$ cat src/rtl/gcd_lcm_coproc.sv
// gcd_lcm_coproc: iterative GCD/LCM responder for a packed {op, y, x} command word.
// Ports: clk, reset (async, active-low); cmd_valid/cmd_ready/cmd_word command channel;
// rsp_valid/rsp_ready/rsp_data response channel (zero-extended result); busy from accept to handshake.
module gcd_lcm_coproc #(
  parameter int WIDTH  = 8,
  parameter int OP_BIT = 16
) (
  input  logic        clk,
  input  logic        reset,
  input  logic        cmd_valid,
  output logic        cmd_ready,
  input  logic [31:0] cmd_word,
  output logic        rsp_valid,
  input  logic        rsp_ready,
  output logic [31:0] rsp_data,
  output logic        busy
);
  localparam int RW = 2 * WIDTH;
  typedef enum logic [1:0] {IDLE, RUN, DONE} state_t;
  state_t state_q, state_d;
  logic op_q, op_d, init_q, init_d;
  logic cmd_ready_q, cmd_ready_d, rsp_valid_q, rsp_valid_d, busy_q, busy_d;
  logic [RW-1:0] x_q, x_d, y_q, y_d, a_q, a_d, b_q, b_d, res_q, res_d;
  logic unused_hi;
  assign unused_hi = ^cmd_word[31:OP_BIT+1];
  // a/b double as the GCD pair (a, b) and the LCM running multiples (m, n);
  // init_q marks the first RUN cycle, which screens zero operands and loads a/b.
  always_comb begin
    state_d = state_q;
    op_d    = op_q;
    init_d  = init_q;
    x_d     = x_q;
    y_d     = y_q;
    a_d     = a_q;
    b_d     = b_q;
    res_d   = res_q;
    case (state_q)
      IDLE: if (cmd_valid && cmd_ready_q) begin
        op_d    = cmd_word[OP_BIT];
        x_d     = RW'(cmd_word[WIDTH-1:0]);
        y_d     = RW'(cmd_word[RW-1:WIDTH]);
        init_d  = 1'b1;
        state_d = RUN;
      end
      RUN: if (init_q) begin
        init_d = 1'b0;
        if (x_q == '0 || y_q == '0) begin
          res_d   = op_q ? '0 : (x_q | y_q);
          state_d = DONE;
        end else begin
          a_d = x_q;
          b_d = y_q;
        end
      end else if (a_q == b_q) begin
        res_d   = a_q;
        state_d = DONE;
      end else if (op_q) begin
        a_d = (a_q < b_q) ? a_q + x_q : a_q;
        b_d = (a_q < b_q) ? b_q : b_q + y_q;
      end else begin
        a_d = (a_q > b_q) ? a_q - b_q : a_q;
        b_d = (a_q > b_q) ? b_q : b_q - a_q;
      end
      DONE: if (rsp_ready) state_d = IDLE;
      default: state_d = IDLE;
    endcase
    cmd_ready_d = (state_d == IDLE);
    rsp_valid_d = (state_d == DONE);
    busy_d      = (state_d != IDLE);
  end
  always_ff @(posedge clk or negedge reset) begin
    if (!reset) begin
      state_q     <= IDLE;
      op_q        <= 1'b0;
      init_q      <= 1'b0;
      x_q         <= '0;
      y_q         <= '0;
      a_q         <= '0;
      b_q         <= '0;
      res_q       <= '0;
      cmd_ready_q <= 1'b0;
      rsp_valid_q <= 1'b0;
      busy_q      <= 1'b0;
    end else begin
      state_q     <= state_d;
      op_q        <= op_d;
      init_q      <= init_d;
      x_q         <= x_d;
      y_q         <= y_d;
      a_q         <= a_d;
      b_q         <= b_d;
      res_q       <= res_d;
      cmd_ready_q <= cmd_ready_d;
      rsp_valid_q <= rsp_valid_d;
      busy_q      <= busy_d;
    end
  end
  assign cmd_ready = cmd_ready_q;
  assign rsp_valid = rsp_valid_q;
  assign busy      = busy_q;
  assign rsp_data  = 32'(res_q);
endmodule
$ cat config.mk
export PLATFORM = sky130hd
export DESIGN_NAME = gcd_lcm_coproc
export DESIGN_NICKNAME = d
export VERILOG_FILES = /design/src/rtl/gcd_lcm_coproc.sv
export SDC_FILE = /design/constraint.sdc
export NUM_CORES = 1
export LEC_CHECK = 0
export CAP_MARGIN = 20
export CORE_MARGIN = 3
export CORE_UTILIZATION = 28
export DETAILED_ROUTE_END_ITERATION = 8
export GPL_TIMING_DRIVEN = 0
export PLACE_DENSITY = 0.5
export REMOVE_ABC_BUFFERS = 1
export SYNTH_ARGS = -nofsm -noshare
export SYNTH_HDL_FRONTEND = slang
export SYNTH_SLANG_ARGS = --single-unit
$ cat constraint.sdc
create_clock -name clk -period 7.1 [get_ports clk]
set_clock_uncertainty 0.2 [all_clocks]
set_input_delay 1.775 -clock clk [delete_from_list [all_inputs] [get_ports clk]]
set_output_delay 1.775 -clock clk [all_outputs]
set_load 0.02 [all_outputs]
==> impl_metrics.py, run 1 <==
metrics = {
    "outcome": {
        "run_status": "finished clean",
    },
    "sta": {
        "slew_headroom_pct": 37.8,
        "finalCritPeriodShare_pct": 58.6,
        "hold_viol_final": 0,
        "setup-violations-final": 0,
        "slew_viol_final": 0,
        "rsz0062_at_grt": "no",
        "worstMarginPinSlew_ps": 932,
        "setup_tns_ps": 0,
        "fin_crit_ps": 4160,
        "fmax_ghz": 0.240,
    },
    "floorplan": {
        "rows": 51,
        "die_area_um2": 22000,
        "dieHeight_um": 148,
        "io_pins": 71,
        "fp.dieW_um": 148,
        "core-area_um2": 19700,
        "initial_core_util_pct": 28.8,
    },
    "global_route": {
        "grt_max_degree": 48,
        "grt_pass1_wl_um": 24700,
        "grt_antenna_before_repair": 0,
        "track_usage_pct": 13.8,
        "overflow": 0,
        "grt_pass1_vias": 4825,
    },
    "final_layout": {
        "num-nets-final": 795,
        "syn_to_final_growth_pct": 18.1,
        "layout-drive-gt1-share_pct": 7.92,
        "final_cells": 985,
        "antenna_cells": 0,
    },
    "routing": {
        "drtIter0Drc": 180,
        "routed_wl_um": 14700,
        "wl_per_cell_um": 14.9,
        "drc": 0,
        "firstDrtPassIters": 4,
        "vias": 4878,
        "detail-route-antenna-nets": 0,
        "via_per_inst": 4.95,
    },
    "hold_path": {
        "hold_path_end": "res_q[9]",
        "worstHoldStart": "res_q[9]",
        "worstHoldPathType": "reg2reg",
        "hold_depth": 2,
    },
    "synth": {
        "yosys_warnings": 0,
        "synthFlopType": "dfrtp_1",
        "synth_cell_types": 61,
        "yosysSeqAreaShare_pct": 31.3,
        "synth_edf_count": 0,
        "yosysMostFrequentCell": "nand2_1",
        "avgSynthCellArea_um2": 8.23,
        "syn_area_um2": 5680,
        "async_flop_share_pct": 100,
        "synth_top_area_cell": "dfrtp_1",
        "ys_top_cells_by_area": "dfrtp_1 (31%), ha_1 (9.0%), nand2_1 (5.4%)",
        "synth_common_cells": "nand2_1 (82), dfrtp_1 (71), nor2_1 (61)",
        "syn_inst": 690,
        "ys_ff_latch": 71,
        "synth_top_area_share_pct": 31.3,
    },
    "cts": {
        "clk_path_buf_depth": 2,
        "cts_resized": 0,
        "path_clk_slew_ps": 60,
        "clock_latency_ps": 340,
        "hold_buffers": 0,
        "cts_max_level": 3,
        "numCtsBuffers": 9,
        "cts_tree": "yes",
        "cts_sinks": 71,
        "post_cts_buffers": 0,
        "clock-root-buffer": "clkbuf_16",
    },
    "critical_path": {
        "max_stage_delay_ps": 470,
        "startpoint": "a_q[1]",
        "r2r_slack_ps": 2940,
        "timing.rr.end": "b_q[15]",
        "path_cells": "inv_1, ha_1, nand2_1, nor3_1, nand2b_1, nor3_1, xnor2_1, nor2_1, ha_1, a211o_1, o211a_1, a2111o_1, mux2i_1, nor4bb_1, or4_1, o21ai_1",
        "worst_setup_path_end_kind": "flip-flop",
        "cp-start-kind": "flip-flop",
        "worst-r2r-cell-count": 16,
        "crit_fanout": 6,
        "critPathSlowestCell": "dfrtp_1",
        "cp_data_required_time_ps": 7170,
        "reg2reg_from": "a_q[1]",
        "worstPathArrival_ps": 4230,
        "worstSetupPathType": "reg2reg",
    },
    "job": {
        "cap_violations": 0,
    },
    "placement": {
        "gp_congestion": 0.846,
        "dp_hpwl_um": 11300,
        "port_buffers": 39,
        "dp_cells": 969,
    },
}
## cell families (layout without fill, tap and decap cells)
group	count (synthesis)	after routing	synth area share [%]
adder cells (fa/ha/maj)	44	44	10.1
other	1	16	0.0661
buffers and inverters	75	90	6.06
AND/OR/NAND/NOR	244	244	20.9
flip-flops	71	71	31.3
XOR/XNOR	41	41	6.33
AO/OA/AOI/OAI	193	193	21.2
multiplexers	21	21	4.08
## registers in the layout (all words and copies together) (netlist names)
name,cells
a_q,16
b_q,16
busy,1
cmd_ready,1
init_q,1
op_q,1
res_q,16
rsp_valid,1
state_q,2
x_q,8
y_q,8
## critical path: cells and delay by family, from the launching register on
| family | cells | cell delay [ps] |
|---|---|---|
| and+or+nand+nor | 7 | 1370 |
| AOI/OAI and AO/OA | 4 | 970 |
| adders and majority gates | 2 | 570 |
| DFF | 1 | 470 |
| buffers and inverters | 1 | 220 |
| xor gates and xnor gates | 1 | 150 |
| muxes | 1 | 130 |
## through the flow
step                hold slack, ps  util, %  setup slack [ps]  cell area, um^2
floorplan                      277        -              3070             5490
global placement               254     31.5              1320             6210
detailed placement             259     32.4              2920             6380
CTS                            272     34.0              2890             6710
global route                   299     34.0              2470             6710
finish                         262     34.0              2940             6710
## placed cells by master, fill, tap and decap left out, drive strengths merged, types with 2 or more instances in the layout
cell           instances
nand2                 82
dfrtp                 71
nor2                  61
o21ai                 60
a21oi                 50
ha                    41
clkdlybuf4s50         38
xnor2                 27
inv                   26
nor3                  25
a211oi                18
mux2                  17
conb                  16
nand4                 16
o31ai                 15
xor2                  14
nand3                 11
clkbuf                11
nor2b                 10
buf                   10
nand2b                 9
o21a                   8
nor4                   8
o211ai                 6
a21o                   6
or2                    5
and2                   4
o31a                   4
o21bai                 4
mux2i                  4
or4                    4
a211o                  3
o41ai                  3
fa                     3
o22ai                  2
a31oi                  2
nor4b                  2
bufinv                 2
clkinv                 2
## worst max path at each step
stage | endpoint | cells past startpoint | slack (ps)
after floorplan | a_q[10] | 8 | 3070
after global placement | y_q[1] | 1 | 1320
after detailed placement | b_q[15] | 16 | 2920
after CTS | b_q[15] | 17 | 2890
after global routing | b_q[15] | 16 | 2470
final | b_q[15] | 16 | 2940
## routing by layer
metal / GRT usage, % / wire, um
met5: 0 / 0
met4: 4.85 / 221
met3: 1.49 / 379
met2: 22.8 / 6740
met1: 18.8 / 7340
## area by class of cell
class / count / area, um^2
Clock buffer: 11 / 243
Clock inverter: 5 / 81.3
Fill cell: 2073 / 13000
Inverter: 26 / 97.6
Multi-Input combinational cell: 559 / 3620
Sequential cell: 71 / 1780
Tap cell: 265 / 332
Timing Repair Buffer: 48 / 552
Power of run 1 is not shown: default switching activity piles up to over one toggle a cycle in this logic, so the estimate is an artifact.
==> inputs of run 2 (changes only) <==
- PLACE_DENSITY: 0.5 -> 0.52
- clock period: 7.1 -> 3.5 ns (I/O delays scaled with it)
==> run 2 against run 1 <==
Effect of this change:
- the run now ends with negative setup slack left
- hold slack better by 2.5 ps
- setup slack worse by 3300 ps
- first-iteration DRC count up 0.56%
- critical endpoint unchanged
==> impl_metrics.py, run 2 (same netlist as run 1, synthesis figures left out) <==
metrics = {
    "routing": {
        "routed_wl_um": 14800,
        "firstDrtPassIters": 4,
        "drc": 0,
        "wl_per_cell_um": 14.9,
        "detail-route-antenna-nets": 0,
        "vias": 4920,
        "via_per_inst": 4.93,
        "drtIter0Drc": 181,
    },
    "sta": {
        "rsz0062_at_grt": "yes",
        "slew_headroom_pct": 42.5,
        "fin_crit_ps": 3850,
        "fmax_ghz": 0.260,
        "setup-violations-final": 2,
        "hold_viol_final": 0,
        "setup_ws_ps": -349,
        "worstMarginPinSlew_ps": 863,
        "finalCritPeriodShare_pct": 110,
        "slew_viol_final": 0,
    },
    "final_layout": {
        "layout-drive-gt1-share_pct": 14.7,
        "reg.largest.list": "a_q x16, b_q x16, res_q x16",
        "num-nets-final": 808,
        "antenna_cells": 0,
        "syn_to_final_growth_pct": 21.0,
        "final_cell_mix": "nand2_1 (81), dfrtp_1 (62), nor2_1 (61), o21ai_0 (55), a21oi_1 (44)",
        "final_cells": 998,
        "final_common_cell": "nand2_1",
    },
    "placement": {
        "dp_hpwl_um": 11100,
        "gp_congestion": 0.863,
        "port_buffers": 39,
        "dp_cells": 969,
    },
    "global_route": {
        "grt_antenna_before_repair": 0,
        "grt_max_degree": 56,
        "track_usage_pct": 13.6,
        "overflow": 0,
        "grt_pass1_vias": 4649,
        "grt_pass1_wl_um": 24300,
    },
    "cts": {
        "cts_sinks": 71,
        "numCtsBuffers": 9,
        "clock_latency_ps": 350,
        "path_clk_slew_ps": 60,
        "clk_path_buf_depth": 2,
        "clock-root-buffer": "clkbuf_16",
        "cts_tree": "yes",
        "hold_buffers": 0,
        "cts_max_level": 3,
    },
    "critical_path": {
        "worst_setup_path_end_kind": "flip-flop",
        "cp_data_required_time_ps": 3570,
        "worstSetupPathType": "reg2reg",
        "crit_fanout": 4,
        "cp-start-kind": "flip-flop",
        "worstPathArrival_ps": 3920,
    },
    "floorplan": {
        "core-area_um2": 19700,
        "dieHeight_um": 148,
        "rows": 51,
        "io_pins": 71,
        "fp.dieW_um": 148,
        "initial_core_util_pct": 28.8,
        "die_area_um2": 22000,
    },
    "job": {
        "cap_violations": 0,
    },
    "outcome": {
        "run_status": "finished with violations",
        "violations": "negative setup slack",
    },
    "hold_path": {
        "worstHoldPathType": "reg2reg",
    },
}
-- run 2: changes by cell type in the layout (fill, tap and decap cells not counted), moves of 5 or more --
cell,delta
buf_4,+13
ha_1,-10
ha_2,+9
dfrtp_1,-8
dfrtp_2,+8
a21oi_1,-6
a21oi_2,+5
-- run 2: metal layers --
| metal | track usage (%) | vias to the layer above | wire length, um |
|---|---|---|---|
| met5 | 0 | - | 0 |
| met4 | 5.17 | 0 | 290 |
| met3 | 1.65 | 16 | 512 |
| met2 | 21.6 | 85 | 6670 |
| met1 | 19.2 | 2277 | 7370 |
| li1 | - | 2542 | - |
-- run 2: final cells by class --
class | count | area [um^2]
clock buffer | 11 | 243
timing repair buffer | 61 | 632
clock inverter | 5 | 33.8
multi-input combinational | 559 | 3740
fill | 2038 | 12800
tap | 265 | 332
sequential | 71 | 1790
inverter | 26 | 100
-- run 2: path summary, 6_finish.rpt --
path	depth (start not counted)	end	slack [ps]	start
max in group asynchronous	2	a_q[8]	2250	reset
min in group asynchronous	1	y_q[2]	270	reset
worst max-delay path	13	b_q[15]	-350	a_q[2]
worst min register to register	2	res_q[9]	260	res_q[9]
worst min-delay path	2	res_q[9]	260	res_q[9]
worst max register to register	13	b_q[15]	-350	a_q[2]
-- run 2: through the flow --
step	hold slack (ps)	cell area, um^2	TNS, ps	utilization, %	worst slack, ps
2_1_floorplan	277	5490	-6330	-	-528
6_report	264	6870	-358	34.8	-349
3_5_place_dp	259	6360	-3810	32.3	-658
4_1_cts	272	6740	-496	34.2	-454
5_1_grt	284	6870	-864	34.8	-501
3_3_place_gp	257	6210	-176270	31.5	-2140
-- run 2: worst max-delay path: stages, from the launching register on --
cell	delay [ps]
dfrtp_2	420
or4_4	570
nor4_4	280
or2b_1	280
xnor2_1	150
nor2_1	60
ha_2	200
a211o_1	310
o211a_1	230
a2111o_1	370
mux2i_1	130
nor4bb_1	90
or4_1	390
o21ai_1	100
-- run 2: repair_timing --
item | 4_1_cts | 5_1_grt
buffers inserted | 8 | 5
resized for setup | 15 | 30
pin swaps | 4 | 9
setup endpoints to repair | 26 | 16
endpoints found under the hold margin | 0 | 0
Power of run 2 is left out for the same reason.
==> inputs of run 3 (changes only) <==
- CORE_MARGIN: 3 -> default
- clock period: 3.5 -> 3.2 ns (I/O delays scaled with it)
==> run 3 against run 2 <==
Effect of this change:
- the flow still finishes with violations (negative setup slack)
- setup slack worse by 350 ps
- global-route usage increased by 1.9 points
- final cell count rose by 1.7%
- via count is 2.6% higher
- die area shrank 5.3%
- final area up 4.6%
- critical path depth rose by 1
- wire length is 3.4% higher
- flip-flop and latch count stayed put
- core utilization grew 1.7 points
- clock-buffer cell count grew 2
- critical path type unchanged
- highest routed layer unchanged
==> impl_metrics.py, run 3 (same netlist as run 1, synthesis figures left out) <==
metrics = {
    "cts": {
        "path_clk_slew_ps": 60,
        "cts_sinks": 71,
        "clock_latency_ps": 340,
        "cts_max_level": 3,
        "clk_path_buf_depth": 2,
        "numCtsBuffers": 9,
        "clock-root-buffer": "clkbuf_16",
        "cts_tree": "yes",
        "hold_buffers": 0,
    },
    "final_layout": {
        "layout-drive-gt1-share_pct": 18.3,
        "final_cells": 1015,
        "syn_to_final_growth_pct": 26.5,
        "antenna_cells": 0,
        "reg.largest.list": "a_q x16, b_q x16, res_q x16",
        "num-nets-final": 825,
        "final_common_cell": "nand2_1",
        "final_cell_mix": "nand2_1 (80), nor2_1 (60), dfrtp_1 (60), o21ai_0 (52), a21oi_1 (45)",
    },
    "sta": {
        "fmax_ghz": 0.256,
        "slew_headroom_pct": 40.6,
        "finalCritPeriodShare_pct": 122,
        "setup-violations-final": 8,
        "worstMarginPinSlew_ps": 892,
        "hold_viol_final": 0,
        "rsz0062_at_grt": "yes",
        "setup_ws_ps": -700,
        "slew_viol_final": 0,
        "fin_crit_ps": 3900,
    },
    "floorplan": {
        "initial_core_util_pct": 28.9,
        "rows": 51,
        "io_pins": 71,
        "core-area_um2": 19700,
        "dieHeight_um": 144,
        "fp.dieW_um": 144,
        "die_area_um2": 20800,
    },
    "critical_path": {
        "cp_data_required_time_ps": 3270,
        "max_stage_delay_ps": 570,
        "cp-start-kind": "flip-flop",
        "crit_fanout": 5,
        "worstPathArrival_ps": 3970,
        "worst_setup_path_end_kind": "flip-flop",
        "worstSetupPathType": "reg2reg",
        "crit_family": "simple AND/OR/NAND/NOR gates",
        "path_buf_inv": 1,
        "path_cells": "or4_4, nor4_4, buf_4, xor2_1, o21ai_0, ha_2, a211oi_2, nor2_1, o211a_1, a2111o_1, mux2i_2, nor4bb_2, or4_1, o21ai_1",
        "critPathSlowestCell": "or4_4",
    },
    "routing": {
        "via_per_inst": 4.97,
        "routed_wl_um": 15300,
        "wl_per_cell_um": 15.1,
        "vias": 5049,
        "drc": 0,
        "detail-route-antenna-nets": 0,
        "drtIter0Drc": 255,
        "firstDrtPassIters": 4,
    },
    "global_route": {
        "grt_pass1_vias": 4833,
        "grt_max_degree": 45,
        "grt_antenna_before_repair": 0,
        "overflow": 0,
        "track_usage_pct": 15.6,
        "grt_pass1_wl_um": 25000,
    },
    "hold_path": {
        "worstHoldPathType": "in2async",
    },
    "outcome": {
        "run_status": "finished with violations",
        "violations": "negative setup slack",
    },
    "job": {
        "cap_violations": 0,
    },
    "placement": {
        "dp_cells": 969,
        "port_buffers": 39,
        "gp_congestion": 0.860,
        "dp_hpwl_um": 11200,
    },
}
==> run 3: cell types whose count changed in the layout (fill, tap and decap cells not counted), sizes merged <==
cell | previous run | this run
buf | 23 | 40
clkbuf | 11 | 13
clkinv | 3 | 2
clkinvlp | 2 | 1
==> run 3: path summary, 6_finish.rpt <==
check / from / end / slack, ps / cells past startpoint
min reg2reg: res_q[8] / res_q[8] / 260 / 2
max reg2reg: a_q[3] / b_q[15] / -700 / 14
max: a_q[3] / b_q[15] / -700 / 14
max in group asynchronous: reset / a_q[10] / 2030 / 2
min: reset / y_q[2] / 180 / 1
min in group clk: res_q[8] / res_q[8] / 260 / 2
==> run 3: layout make-up <==
| cell class | instances | area (um^2) |
|---|---|---|
| clock buffers | 13 | 260 |
| clock inverters | 3 | 17.5 |
| inverters | 26 | 100 |
| flip-flops and latches | 71 | 1790 |
| well taps | 265 | 332 |
| multi-input cells | 559 | 3880 |
| repair buffers | 78 | 797 |
| fillers | 2037 | 12500 |
==> run 3: worst reg2reg max path, stage by stage (launching register included) <==
cell	delay, ps
dfrtp_2	430
or4_4	570
nor4_4	280
buf_4	180
xor2_1	150
o21ai_0	110
ha_2	220
a211oi_2	230
nor2_1	90
o211a_1	250
a2111o_1	400
mux2i_2	180
nor4bb_2	80
or4_1	400
o21ai_1	80
==> run 3: what timing repair did <==
item	in CTS	in global routing
gates resized for setup	28	48
setup buffers	12	18
endpoints found under the setup margin	32	29
hold endpoints to repair	0	0
pin swaps	8	15
==> run 3: metrics by stage <==
stage | instance area [um^2] | TNS (ps) | util (%) | setup slack [ps] | hold WS [ps]
final | 7180 | -1720 | 36.5 | -700 | 184
after global routing | 7180 | -4040 | 36.5 | -899 | 210
after CTS | 6850 | -1880 | 34.8 | -783 | 191
after detailed placement | 6390 | -17360 | 32.5 | -1030 | 257
after global placement | 6210 | -208550 | 31.6 | -2520 | 255
after floorplan | 5490 | -15190 | - | -828 | 277
==> run 3: routing by layer <==
metal  track usage, %  wire, um  up-vias  part of all wire, %
li1                 -         -     2563                    -
met1             21.4      7680     2387                   50
met2             24.6      6930       82                   45
met3             2.02       444       17                  2.9
met4             6.37       285        0                  1.9
met5                0         0        -                    0
Power of run 3 is left out for the same reason.
